### config.mk
export PLATFORM = sky130hd
export DESIGN_NAME = funit_seq_flat
export DESIGN_NICKNAME = d
export VERILOG_FILES = /design/src/rtl/funit_seq_if.sv /design/src/rtl/funit_seq.sv /design/src/flat_wrapper.sv
export SDC_FILE = /design/constraint.sdc
export NUM_CORES = 1
export LEC_CHECK = 0
export ABC_AREA = 1
export CORE_UTILIZATION = 30
export CTS_CLUSTER_DIAMETER = 30
export DETAILED_ROUTE_END_ITERATION = 10
export PLACE_DENSITY = 0.51
export SYNTH_ARGS = -nofsm -noshare
export SYNTH_HDL_FRONTEND = slang
export SYNTH_SLANG_ARGS = --single-unit
### constraint.sdc
create_clock -name clk -period 2.35 [get_ports clk]
set_input_delay 0.47 -clock clk [delete_from_list [all_inputs] [get_ports clk]]
set_output_delay 0.47 -clock clk [all_outputs]
set_load 0.02 [all_outputs]
### src/rtl/funit_seq_if.sv
// Handshake and operand/result bundle for funit_seq.
//   master: drives opa, opb, fs, rw, start; observes busy, done, fout, fout_hi, psw
//   slave : the function unit side (directions reversed)
interface funit_seq_if #(
  parameter int unsigned bw = 8
) ();
  logic [bw-1:0] opa;
  logic [bw-1:0] opb;
  logic [3:0]    fs;
  logic          rw;
  logic          start;
  logic          busy;
  logic          done;
  logic [bw-1:0] fout;
  logic [bw-1:0] fout_hi;
  logic [3:0]    psw;

  modport master (
    output opa, opb, fs, rw, start,
    input  busy, done, fout, fout_hi, psw
  );

  modport slave (
    input  opa, opb, fs, rw, start,
    output busy, done, fout, fout_hi, psw
  );
endinterface

### src/rtl/funit_seq.sv
// Multi-cycle function unit: single-cycle ALU/shift ops plus iterative unsigned
// multiply (shift-add) and divide (restoring), with a registered {Z,N,C,V} PSW.
//   clk : clock, rising edge
//   rst : synchronous active-high reset
//   bus : funit_seq_if slave (opa/opb/fs/rw/start in; busy/done/fout/fout_hi/psw out)
module funit_seq #(
  parameter int unsigned bw = 8
) (
  input logic        clk,
  input logic        rst,
  funit_seq_if.slave bus
);

  localparam int unsigned CntW = $clog2(bw + 1);

  typedef enum logic [1:0] {StIdle, StRun, StDone} state_e;

  state_e          state_q, state_d;
  logic [CntW-1:0] cnt_q, cnt_d;
  logic [bw-1:0]   hi_q, hi_d;      // MUL product high / DIV partial remainder
  logic [bw-1:0]   lo_q, lo_d;      // MUL multiplier->product low / DIV dividend->quotient
  logic [bw-1:0]   dvs_q, dvs_d;    // latched opb: multiplicand or divisor
  logic            div_q, div_d;
  logic            rw_q, rw_d;
  logic [bw-1:0]   fout_q, fout_d;
  logic [bw-1:0]   fout_hi_q, fout_hi_d;
  logic [3:0]      psw_q, psw_d;

  // Single-cycle result path, straight from the bus operands.
  logic [bw-1:0] alu_res;
  logic          alu_c, alu_v;
  logic [bw:0]   add_w, sub_w;

  always_comb begin
    add_w   = {1'b0, bus.opa} + {1'b0, bus.opb};
    sub_w   = {1'b0, bus.opa} - {1'b0, bus.opb};
    alu_res = '0;
    alu_c   = 1'b0;
    alu_v   = 1'b0;
    case (bus.fs)
      4'd0: begin
        alu_res = add_w[bw-1:0];
        alu_c   = add_w[bw];
        alu_v   = (bus.opa[bw-1] == bus.opb[bw-1]) && (add_w[bw-1] != bus.opa[bw-1]);
      end
      4'd1: begin
        alu_res = sub_w[bw-1:0];
        alu_c   = sub_w[bw];  // wrap-around of the extended difference is the borrow
        alu_v   = (bus.opa[bw-1] != bus.opb[bw-1]) && (sub_w[bw-1] != bus.opa[bw-1]);
      end
      4'd2:  alu_res = bus.opa & bus.opb;
      4'd3:  alu_res = bus.opa | bus.opb;
      4'd4:  alu_res = bus.opa ^ bus.opb;
      4'd5:  alu_res = ~bus.opa;
      4'd6:  alu_res = bus.opb;
      4'd7: begin
        alu_res = {bus.opa[bw-2:0], 1'b0};
        alu_c   = bus.opa[bw-1];
      end
      4'd8: begin
        alu_res = {1'b0, bus.opa[bw-1:1]};
        alu_c   = bus.opa[0];
      end
      4'd9: begin
        alu_res = {bus.opa[bw-1], bus.opa[bw-1:1]};
        alu_c   = bus.opa[0];
      end
      4'd10: begin
        alu_res = {bus.opa[bw-2:0], bus.opa[bw-1]};
        alu_c   = bus.opa[bw-1];
      end
      4'd11: begin
        alu_res = {bus.opa[0], bus.opa[bw-1:1]};
        alu_c   = bus.opa[0];
      end
      default: ;  // MUL/DIV handled elsewhere; reserved codes give 0
    endcase
  end

  // One iteration of the shift-add multiplier and the restoring divider.
  logic [bw:0]   mul_sum;
  logic [bw-1:0] mul_hi, mul_lo;
  logic [bw:0]   div_sh, div_diff;
  logic          div_ge;
  logic [bw-1:0] div_rem, div_quo;
  logic [bw-1:0] it_hi, it_lo;

  always_comb begin
    mul_sum  = {1'b0, hi_q} + (lo_q[0] ? {1'b0, dvs_q} : {(bw + 1){1'b0}});
    mul_hi   = mul_sum[bw:1];
    mul_lo   = {mul_sum[0], lo_q[bw-1:1]};
    div_sh   = {hi_q, lo_q[bw-1]};
    div_diff = div_sh - {1'b0, dvs_q};
    div_ge   = (div_sh >= {1'b0, dvs_q});
    // Remainder stays below the divisor, so the low bw bits are exact.
    div_rem  = div_ge ? div_diff[bw-1:0] : div_sh[bw-1:0];
    div_quo  = {lo_q[bw-2:0], div_ge};
    it_hi    = div_q ? div_rem : mul_hi;
    it_lo    = div_q ? div_quo : mul_lo;
  end

  // FSM next state and completion write-back.
  logic          cmp_en, cmp_rw, cmp_c, cmp_v;
  logic [bw-1:0] cmp_res, cmp_hi;

  always_comb begin
    state_d   = state_q;
    cnt_d     = cnt_q;
    hi_d      = hi_q;
    lo_d      = lo_q;
    dvs_d     = dvs_q;
    div_d     = div_q;
    rw_d      = rw_q;
    fout_d    = fout_q;
    fout_hi_d = fout_hi_q;
    psw_d     = psw_q;
    cmp_en    = 1'b0;
    cmp_rw    = 1'b0;
    cmp_c     = 1'b0;
    cmp_v     = 1'b0;
    cmp_res   = '0;
    cmp_hi    = '0;

    unique case (state_q)
      StIdle: begin
        if (bus.start) begin
          if (bus.fs == 4'd12 || (bus.fs == 4'd13 && bus.opb != '0)) begin
            hi_d    = '0;
            lo_d    = bus.opa;
            dvs_d   = bus.opb;
            div_d   = (bus.fs == 4'd13);
            rw_d    = bus.rw;
            cnt_d   = CntW'(bw);
            state_d = StRun;
          end else begin
            cmp_en  = 1'b1;
            cmp_rw  = bus.rw;
            state_d = StDone;
            if (bus.fs == 4'd13) begin
              cmp_res = '1;
              cmp_hi  = bus.opa;
              cmp_v   = 1'b1;
            end else begin
              cmp_res = alu_res;
              cmp_c   = alu_c;
              cmp_v   = alu_v;
            end
          end
        end
      end
      StRun: begin
        hi_d  = it_hi;
        lo_d  = it_lo;
        cnt_d = cnt_q - 1'b1;
        if (cnt_q == CntW'(1)) begin
          cmp_en  = 1'b1;
          cmp_rw  = rw_q;
          cmp_res = it_lo;
          cmp_hi  = it_hi;
          cmp_c   = ~div_q & (|mul_hi);
          cmp_v   = ~div_q & (|mul_hi);
          state_d = StDone;
        end
      end
      StDone:  state_d = StIdle;
      default: state_d = StIdle;
    endcase

    if (cmp_en) begin
      fout_d    = cmp_res;
      fout_hi_d = cmp_hi;
      if (cmp_rw) psw_d = {~|cmp_res, cmp_res[bw-1], cmp_c, cmp_v};
    end
  end

  always_ff @(posedge clk) begin
    if (rst) begin
      state_q   <= StIdle;
      cnt_q     <= '0;
      hi_q      <= '0;
      lo_q      <= '0;
      dvs_q     <= '0;
      div_q     <= 1'b0;
      rw_q      <= 1'b0;
      fout_q    <= '0;
      fout_hi_q <= '0;
      psw_q     <= '0;
    end else begin
      state_q   <= state_d;
      cnt_q     <= cnt_d;
      hi_q      <= hi_d;
      lo_q      <= lo_d;
      dvs_q     <= dvs_d;
      div_q     <= div_d;
      rw_q      <= rw_d;
      fout_q    <= fout_d;
      fout_hi_q <= fout_hi_d;
      psw_q     <= psw_d;
    end
  end

  assign bus.busy    = (state_q == StRun);
  assign bus.done    = (state_q == StDone);
  assign bus.fout    = fout_q;
  assign bus.fout_hi = fout_hi_q;
  assign bus.psw     = psw_q;

endmodule

### src/flat_wrapper.sv
// flat-port wrapper written by rule: the top's interface ports become plain ports
module funit_seq_flat 
#(
  parameter int unsigned bw = 8
)
  (clk, rst, bus_opa, bus_opb, bus_fs, bus_rw, bus_start, bus_busy, bus_done, bus_fout, bus_fout_hi, bus_psw);
  funit_seq_if #(.bw(bw)) bus_i ();
  input logic clk;
  input logic rst;
  input wire logic [$bits(bus_i.opa)-1:0] bus_opa;
  input wire logic [$bits(bus_i.opb)-1:0] bus_opb;
  input wire logic [$bits(bus_i.fs)-1:0] bus_fs;
  input wire logic [$bits(bus_i.rw)-1:0] bus_rw;
  input wire logic [$bits(bus_i.start)-1:0] bus_start;
  output wire logic [$bits(bus_i.busy)-1:0] bus_busy;
  output wire logic [$bits(bus_i.done)-1:0] bus_done;
  output wire logic [$bits(bus_i.fout)-1:0] bus_fout;
  output wire logic [$bits(bus_i.fout_hi)-1:0] bus_fout_hi;
  output wire logic [$bits(bus_i.psw)-1:0] bus_psw;
  assign bus_i.opa = bus_opa;
  assign bus_i.opb = bus_opb;
  assign bus_i.fs = bus_fs;
  assign bus_i.rw = bus_rw;
  assign bus_i.start = bus_start;
  assign bus_busy = bus_i.busy;
  assign bus_done = bus_i.done;
  assign bus_fout = bus_i.fout;
  assign bus_fout_hi = bus_i.fout_hi;
  assign bus_psw = bus_i.psw;
  funit_seq #(.bw(bw)) u_core (.clk(clk), .rst(rst), .bus(bus_i));
endmodule
==> flow_metrics.tcl, run 1 <==
set metrics [dict create \
    synth-edff-count 0 \
    power_frac_clock_pct 30.8 \
    drt_drc_violations_left 0 \
    fin_nets 1045 \
    fp.dieW_um 129 \
    end_kind "flip-flop" \
    finalWirelength_um 18000 \
    htreeDepth 2 \
    initial_utilization_pct 30.6 \
    grt_pass1_vias 5476 \
    tns_ns 0 \
    die_h_um 129 \
    reg2reg_from "u_core.lo_q[0]" \
    synth.avg_cell_area_um2 5.99 \
    hold_violations 0 \
    grt_max_degree 33 \
    startpoint_type "input pin" \
    min_path_type "reg2reg" \
    grt-ovfl-total 0 \
    hpwl_um 14300 \
    crit_path_max_fanout 3 \
    viasPerCell 4.85 \
    final_max_slew_viol_count 0 \
    postSynthCellCount 812 \
    cts-root-buf "clkbuf_16" \
    crit_required_ns 2.59 \
    syn_to_final_growth_pct 44.1 \
    skew_ns 0.00513 \
    initialDrtViolationCount 415 \
    min_period_ns 2.21 \
    wire_per_inst_um 15.1 \
    clock_latency_ns 0.30 \
    setup_violations 0 \
    min_from "u_core.bus.psw[0]" \
    setup.worst_path.class "in2reg" \
    synth_area_um2 4870 \
    die_area_um2 16700 \
    layout-drive-gt1-share_pct 23.3 \
    power_frac_seq_pct 33.5 \
    ys_types 38 \
    cts_buffer_depth 2 \
    drv_cap 0 \
    ys_seq_area_share_pct 21.4 \
    critPathArrivalTime_ns 2.44 \
    ioPinCount 46 \
    cts_sinks 52 \
    swShare_pct 33.7 \
    rr_endpoint "u_core.bus.psw[0]" \
    p_comb_share_pct 35.7 \
    min_period_over_period_pct 93.9 \
    power.leakage_nw 3.59 \
    slew-limit-headroom_pct 68.5 \
    syn_nets 883 \
    ir_drop_uv 269 \
    final_common_cell "nand2_1" \
    rsz0062_at_grt "yes" \
    clk_pin_slew_ns 0.07 \
    core_area_um2 15900 \
    rrSetupSlack_ns 0.15 \
    std_cell_rows 46 \
    antenna_left 0 \
    ff2ff_path_depth 14 \
    final_util_pct 44.1 \
    antenna_found_initial 0 \
    p_switching_uw 949 \
    tightest_slew_ns 0.472 \
    min_to "u_core.bus.psw[0]" \
    synth_seq_cells 52 \
    final_cell_mix "nand2_1, buf_4, inv_1" \
    hold_depth 2 \
    status "finished clean" \
    numCtsBuffers 5 \
    antennaDiodeCount 0 \
    firstDrtPassIters 5 \
    cts_tree "done" \
    ys.flop_type "dfxtp_1" \
    powerDensity_nw_per_um2 402 \
    fmax_ghz 0.453 \
    globalplace.congestion 0.912 \
    intPower_mw 1.87 \
    grtUsageTotal_pct 22.3 \
    via_count 5778 \
    yosysWarnings 0 \
    grt_pass1_wl_um 28400 \
    power_mw 2.82 \
    synthArstFlopShare_pct 0 \
    portBuffers 45 \
]
[critical path, stage by stage]
cell           delay [ns]
dlygate4sd2_1        0.27
ha_2                 0.20
fa_2                 0.42
xor2_1               0.17
nand2_1              0.06
nand2_1              0.05
nor2_1               0.11
nand3_1              0.12
nand2_1              0.08
nand2_1              0.07
nor2_1               0.09
nand2_1              0.06
nor2_1               0.09
nand3_1              0.08
a21oi_1              0.11
[sequential cells by signal (all words and copies together) (netlist names)]
name	flops
u_core.bus.fout	8
u_core.bus.fout_hi	8
u_core.dvs_q	8
u_core.hi_q	8
u_core.lo_q	8
u_core.bus.psw	4
u_core.cnt_q	4
u_core.state_q	2
u_core.div_q	1
u_core.rw_q	1
[metal layers]
metal | GRT usage [%] | routed length, um | vias up
li1 | - | - | 2963
met1 | 28.6 | 8520 | 2669
met2 | 38.4 | 8480 | 113
met3 | 2.73 | 597 | 33
met4 | 7.40 | 439 | 0
met5 | 0 | 0 | -
[metrics by stage]
stage	worst slack (ns)	instance area [um2]	hold slack, ns	cells
6_report	0.144	7010	0.475	1191
5_1_grt	-0.0397	7010	0.494	1191
4_1_cts	-0.0263	6670	0.482	1185
3_5_place_dp	-0.459	6450	0.471	1177
3_3_place_gp	-0.479	6450	0.463	1177
2_1_floorplan	0.271	4870	0.448	812
[worst max path at each step]
| stage | start | to | slack (ns) | cells past startpoint |
|---|---|---|---|---|
| floorplan | u_core.lo_q[0] | u_core.bus.psw[0] | 0.27 | 14 |
| global placement | bus_opb[2] | u_core.bus.psw[3] | -0.48 | 16 |
| detailed placement | bus_opa[0] | u_core.bus.psw[3] | -0.46 | 16 |
| CTS | bus_opa[1] | u_core.bus.psw[3] | -0.03 | 16 |
| global route | bus_opb[0] | u_core.bus.psw[3] | -0.04 | 14 |
| finish | bus_opb[0] | u_core.bus.psw[3] | 0.14 | 15 |
[timing repair]
action | in CTS | in global routing
buffers inserted | 0 | 6
pin swaps | 3 | 24
setup endpoints to repair | 11 | 20
resized for setup | 17 | 83
hold buffers | 0 | 0
[power groups by stage]
stage | combinational [mW] | clock (mW) | sequential [mW]
after floorplan | 0.445 | 0 | 0.983
after global placement | 0.912 | 0 | 0.964
after detailed placement | 0.906 | 0 | 0.964
after CTS | 0.923 | 0.891 | 0.944
after global routing | 1.10 | 0.922 | 0.948
final | 1.01 | 0.869 | 0.943
[cell families after synthesis]
family,count (synthesis),share of synthesized area (%)
simple gates,417,36.7
compound gates,138,15.6
xor+xnor,11,1.98
flops,52,21.4
fa+ha+maj,47,12.7
buf+inv,147,11.7
[cells in the mapped netlist (7+ instances only)]
library cell	instances	area, um2
clkbuf_1	12	45.0
inv_1	119	447
nand4_1	13	81.3
ha_1	43	538
a31oi_1	12	75.1
dfxtp_1	52	1040
o21ai_0	45	225
a21oi_1	62	310
xor2_1	8	70.1
nand3_1	101	505
nor2_1	65	244
nand2_2	7	43.8
buf_2	9	45.0
nand2_1	217	815
[area by class of cell]
cell class,count,area (um2)
Clock buffer,5,125
Clock inverter,3,46.3
Fill cell,1739,8870
Inverter,124,465
Multi-Input combinational cell,613,3560
Sequential cell,52,1040
Tap cell,216,270
Timing Repair Buffer,178,1500
No activity file was read; power rests on OpenSTA's default activity.
==> run 2: changes to the inputs <==
CORE_UTILIZATION = 35   (was 30)
PLACE_DENSITY = 0.57   (was 0.51)
==> flow_metrics.tcl, run 2 (synthesized netlist as in run 1, its figures left out) <==
set metrics [dict create \
    core_area_um2 13400 \
    critPathArrivalTime_ns 2.42 \
    skew_ns 0.00892 \
    std_cell_rows 42 \
    final_max_slew_viol_count 0 \
    hpwl_um 14000 \
    syn_to_final_growth_pct 40.5 \
    htreeDepth 2 \
    slew-limit-headroom_pct 68.0 \
    cp_slowest_cell "fa_2" \
    viasPerCell 5.04 \
    fin_area_um2 6840 \
    min_period_ns 2.19 \
    startpoint_type "input pin" \
    die_h_um 120 \
    ioPinCount 46 \
    globalplace.congestion 0.970 \
    initialDrtViolationCount 405 \
    final_cell_mix "nand2_1, buf_4, inv_1" \
    numCtsBuffers 5 \
    critPathBufInv 1 \
    setup_violations 0 \
    cts_tree "done" \
    portBuffers 45 \
    end_kind "flip-flop" \
    fin_nets 1037 \
    drt_drc_violations_left 0 \
    final-seq-area_um2 1040 \
    final_common_cell "nand2_1" \
    crit_end "u_core.bus.psw[3]" \
    fmax_ghz 0.456 \
    cp_common_cell "nor2_1" \
    finalWirelength_um 17600 \
    cts-root-buf "clkbuf_16" \
    status "finished clean" \
    cts_hold_buf 0 \
    power.leakage_nw 3.53 \
    cts_sinks 52 \
    postPlaceCellArea_um2 6380 \
    setup.worst_path.class "in2reg" \
    initial_utilization_pct 36.3 \
    min_path_type "reg2reg" \
    fp.dieW_um 120 \
    rrSetupSlack_ns 0.16 \
    tns_ns 0 \
    ff2ff_path_depth 14 \
    firstDrtPassIters 6 \
    cts_buffer_depth 2 \
    worst_slack_ns 0.156 \
    clock_latency_ns 0.30 \
    tightest_slew_ns 0.479 \
    timing.hold.ws_ns 0.469 \
    layout-drive-gt1-share_pct 22.5 \
    antennaDiodeCount 0 \
    die_area_um2 14400 \
    reg2reg_from "u_core.lo_q[0]" \
    hold_violations 0 \
    rr_endpoint "u_core.bus.psw[0]" \
    fillers 1369 \
    grt_pass1_wl_um 27900 \
    cp-startpoint "bus_opb[0]" \
    antenna_left 0 \
    drv_cap 0 \
    cp_slowest_stage_delay_ns 0.56 \
    via_count 5762 \
    antenna_found_initial 0 \
    pre_cts_slack_ns -0.444 \
    min_period_over_period_pct 93.4 \
    powerDensity_nw_per_um2 392 \
    multi_input_area_um2 3510 \
    crit_chain "dlygate4sd2_1 -> ha_2 -> fa_2 -> nor2_1 -> a21oi_1 -> nand3_1 -> nand2_1 -> nand2_2 -> nor2_1 -> nand2_1 -> nor2_1 -> nand3_1 -> a21oi_1" \
    clk_pin_slew_ns 0.06 \
    crit_required_ns 2.58 \
    wire_per_inst_um 15.4 \
    crit_family "adder cells" \
    grt_pass1_vias 5561 \
    grtUsageTotal_pct 24.9 \
    path_depth 13 \
    ir_drop_uv 256 \
    crit_path_max_fanout 3 \
    grt-ovfl-total 0 \
    grt_max_degree 21 \
]
[run 2: routing by layer]
| layer | vias to the layer above | track usage (%) | wire length, um |
|---|---|---|---|
| met2 | 195 | 40.8 | 8070 |
| met4 | 0 | 8.67 | 461 |
| met1 | 2583 | 32.8 | 7960 |
| met3 | 38 | 4.13 | 1060 |
| met5 | - | 0 | 0 |
| li1 | 2946 | - | - |
[run 2: how the worst min path moves through the flow]
| stage | start | end | slack (ns) | cells after the start |
|---|---|---|---|---|
| after floorplan | u_core.rw_q | u_core.rw_q | 0.45 | 2 |
| after global placement | u_core.rw_q | u_core.rw_q | 0.46 | 2 |
| after detailed placement | u_core.rw_q | u_core.rw_q | 0.46 | 2 |
| after CTS | u_core.rw_q | u_core.rw_q | 0.47 | 2 |
| after global routing | u_core.rw_q | u_core.rw_q | 0.50 | 2 |
| final | u_core.rw_q | u_core.rw_q | 0.47 | 2 |
[run 2: area by class of cell]
type / instances / area share (%)
clock inverters: 1 / 0.110
repair buffers: 170 / 21.3
inverters: 124 / 6.81
multi-input cells: 613 / 51.3
clock buffers: 7 / 2.09
well taps: 176 / 3.22
flip-flops and latches: 52 / 15.2
[run 2: per-stage QoR]
stage | util (%) | power [mW] | cells
floorplan | - | 1.43 | 812
global placement | 47.6 | 1.87 | 1133
detailed placement | 47.6 | 1.86 | 1133
CTS | 49.6 | 2.65 | 1141
global route | 51.0 | 2.83 | 1143
finish | 51.0 | 2.68 | 1143
[run 2: tightest hold or removal path, cell delays in order (launching register included)]
cell and delay (ns):
dfxtp_1 0.30, inv_1 0.07, a21oi_1 0.06
[run 2: power by group]
group	switching [mW]	leakage, nW	internal, mW
logic	0.550	3.04	0.427
clock network	0.333	0.0701	0.425
registers	0.0247	0.423	0.921
[run 2: what timing repair did]
| item | in CTS | in global routing |
|---|---|---|
| setup endpoints to repair | 11 | 20 |
| pin swaps | 3 | 18 |
| buffers inserted | 0 | 2 |
| gates resized for setup | 26 | 71 |
==> run 3: changes to the inputs <==
GPL_TIMING_DRIVEN = 0   (was not set)
SETUP_SLACK_MARGIN = 0.4   (was not set)
==> flow_metrics.tcl, run 3 (synthesized netlist as in run 1, its figures left out) <==
set metrics [dict create \
    fin_nets 991 \
    startpoint_type "flip-flop" \
    end_kind "flip-flop" \
    cts_buffer_depth 2 \
    min_period_ns 2.16 \
    wire_per_inst_um 16.7 \
    min_period_over_period_pct 91.9 \
    cts_tree "done" \
    final_max_slew_viol_count 0 \
    tns_ns 0 \
    rsz0062_at_grt "yes" \
    antenna_left 0 \
    drt_drc_violations_left 0 \
    numCtsBuffers 5 \
    tightest_slew_ns 0.577 \
    globalplace.congestion 0.938 \
    htreeDepth 2 \
    critPathArrivalTime_ns 2.34 \
    clock_latency_ns 0.30 \
    fmax_ghz 0.463 \
    setup_violations 0 \
    hpwl_um 13000 \
    rrSetupSlack_ns 0.19 \
    fp.dieW_um 120 \
    postPlaceCellArea_um2 5630 \
    std_cell_rows 42 \
    worst_slack_ns 0.189 \
    die_h_um 120 \
    min_from "bus_opa[5]" \
    pre_cts_slack_ns -0.953 \
    core_area_um2 13400 \
    slew-limit-headroom_pct 61.5 \
    grtUsageTotal_pct 25.1 \
    syn_to_final_growth_pct 48.1 \
    ff2ff_path_depth 13 \
    hold_violations 0 \
    grt_pass1_vias 5234 \
    skew_ns 0.00373 \
    reg2reg_from "u_core.lo_q[0]" \
    power.leakage_nw 3.33 \
    via_count 5732 \
    viasPerCell 5.23 \
    initial_utilization_pct 36.3 \
    final_common_cell "nand2_1" \
    firstDrtPassIters 5 \
    rr_endpoint "u_core.bus.psw[1]" \
    antennaDiodeCount 0 \
    grt_max_degree 16 \
    layout-drive-gt1-share_pct 32.6 \
    fin_area_um2 7210 \
    cts-root-buf "clkbuf_16" \
    crit_required_ns 2.53 \
    ir_drop_uv 352 \
    grt_pass1_wl_um 28200 \
    ioPinCount 46 \
    clk_pin_slew_ns 0.07 \
    finalWirelength_um 18300 \
    portBuffers 45 \
    cts_sinks 52 \
    hold_depth 3 \
    powerDensity_nw_per_um2 419 \
    crit_path_max_fanout 8 \
    min_path_type "in2reg" \
    status "finished clean" \
    setup.worst_path.class "reg2reg" \
    antenna_found_initial 0 \
    final_cell_mix "nand2_1, inv_1, nand3_1" \
    initialDrtViolationCount 551 \
    grt-ovfl-total 0 \
    drv_cap 0 \
    die_area_um2 14400 \
    min_to "u_core.lo_q[5]" \
]
run 3: cell count changes in the layout (fill, tap and decap cells not counted), sizes merged:
| cell | change |
|---|---|
| bufinv | +2 |
| dlymetal6s2s | -12 |
| clkbuf | +15 |
| clkdlybuf4s50 | -7 |
| nand2 | +1 |
| clkdlybuf4s15 | +1 |
| inv | -1 |
| buf | -46 |
run 3: worst max-delay path, stage by stage, from the launching register on:
cell     delay [ns]
dfxtp_2        0.32
buf_8          0.13
nand2_4        0.05
inv_2          0.04
ha_4           0.15
fa_2           0.37
a31o_4         0.27
a21oi_2        0.14
nand3_1        0.11
nor2_1         0.10
nand2_1        0.10
nand2_2        0.09
buf_4          0.11
a31oi_1        0.06
run 3: worst max-delay path by stage:
| stage | from | to | slack, ns | depth (start not counted) |
|---|---|---|---|---|
| after floorplan | u_core.lo_q[0] | u_core.bus.psw[0] | 0.36 | 14 |
| after global placement | bus_opa[0] | u_core.bus.psw[3] | -0.95 | 16 |
| after detailed placement | bus_opa[0] | u_core.bus.psw[3] | -0.95 | 16 |
| after CTS | u_core.lo_q[0] | u_core.bus.psw[0] | 0.10 | 14 |
| after global routing | u_core.lo_q[0] | u_core.bus.psw[0] | 0.11 | 15 |
| final | u_core.lo_q[0] | u_core.bus.psw[1] | 0.19 | 13 |
run 3: what timing repair did:
action	4_1_cts	5_1_grt
resized for setup	232	139
pin swaps	45	70
cloned	3	1
endpoints found under the setup margin	53	36
hold buffers	0	0
setup buffers	38	14
run 3: layer usage:
layer,share of wire [%],routed length [um],vias up,track usage (%)
met4,2.0,369,0,5.00
met1,44,8110,2650,34.0
met2,47,8660,191,42.1
met5,0,0,-,0
met3,6.2,1140,28,3.37
li1,-,-,2863,-
run 3: power breakdown:
group | internal [mW] | switching [mW] | total (mW) | leakage, nW
clock network | 0.605 | 0.341 | 0.946 | 0.0899
logic | 0.465 | 0.664 | 1.13 | 2.81
registers | 0.919 | 0.0226 | 0.941 | 0.429
run 3: layout make-up:
type                       instances  area (um2)
timing repair buffer             100         910
clock buffer                       5         125
multi-input combinational        614        4150
sequential                        52        1060
tap                              176         220
buffer                            23         186
fill                            1334        6190
clock inverter                     2        60.1
inverter                         124         495
run 3: through the flow:
| step | util, % | hold WS, ns | power (mW) | std cells |
|---|---|---|---|---|
| floorplan | - | 0.448 | 1.45 | 812 |
| global placement | 42.0 | 0.460 | 1.73 | 1033 |
| detailed placement | 42.0 | 0.459 | 1.72 | 1033 |
| CTS | 49.6 | 0.470 | 2.84 | 1081 |
| global route | 53.8 | 0.470 | 3.15 | 1096 |
| finish | 53.8 | 0.470 | 3.02 | 1096 |
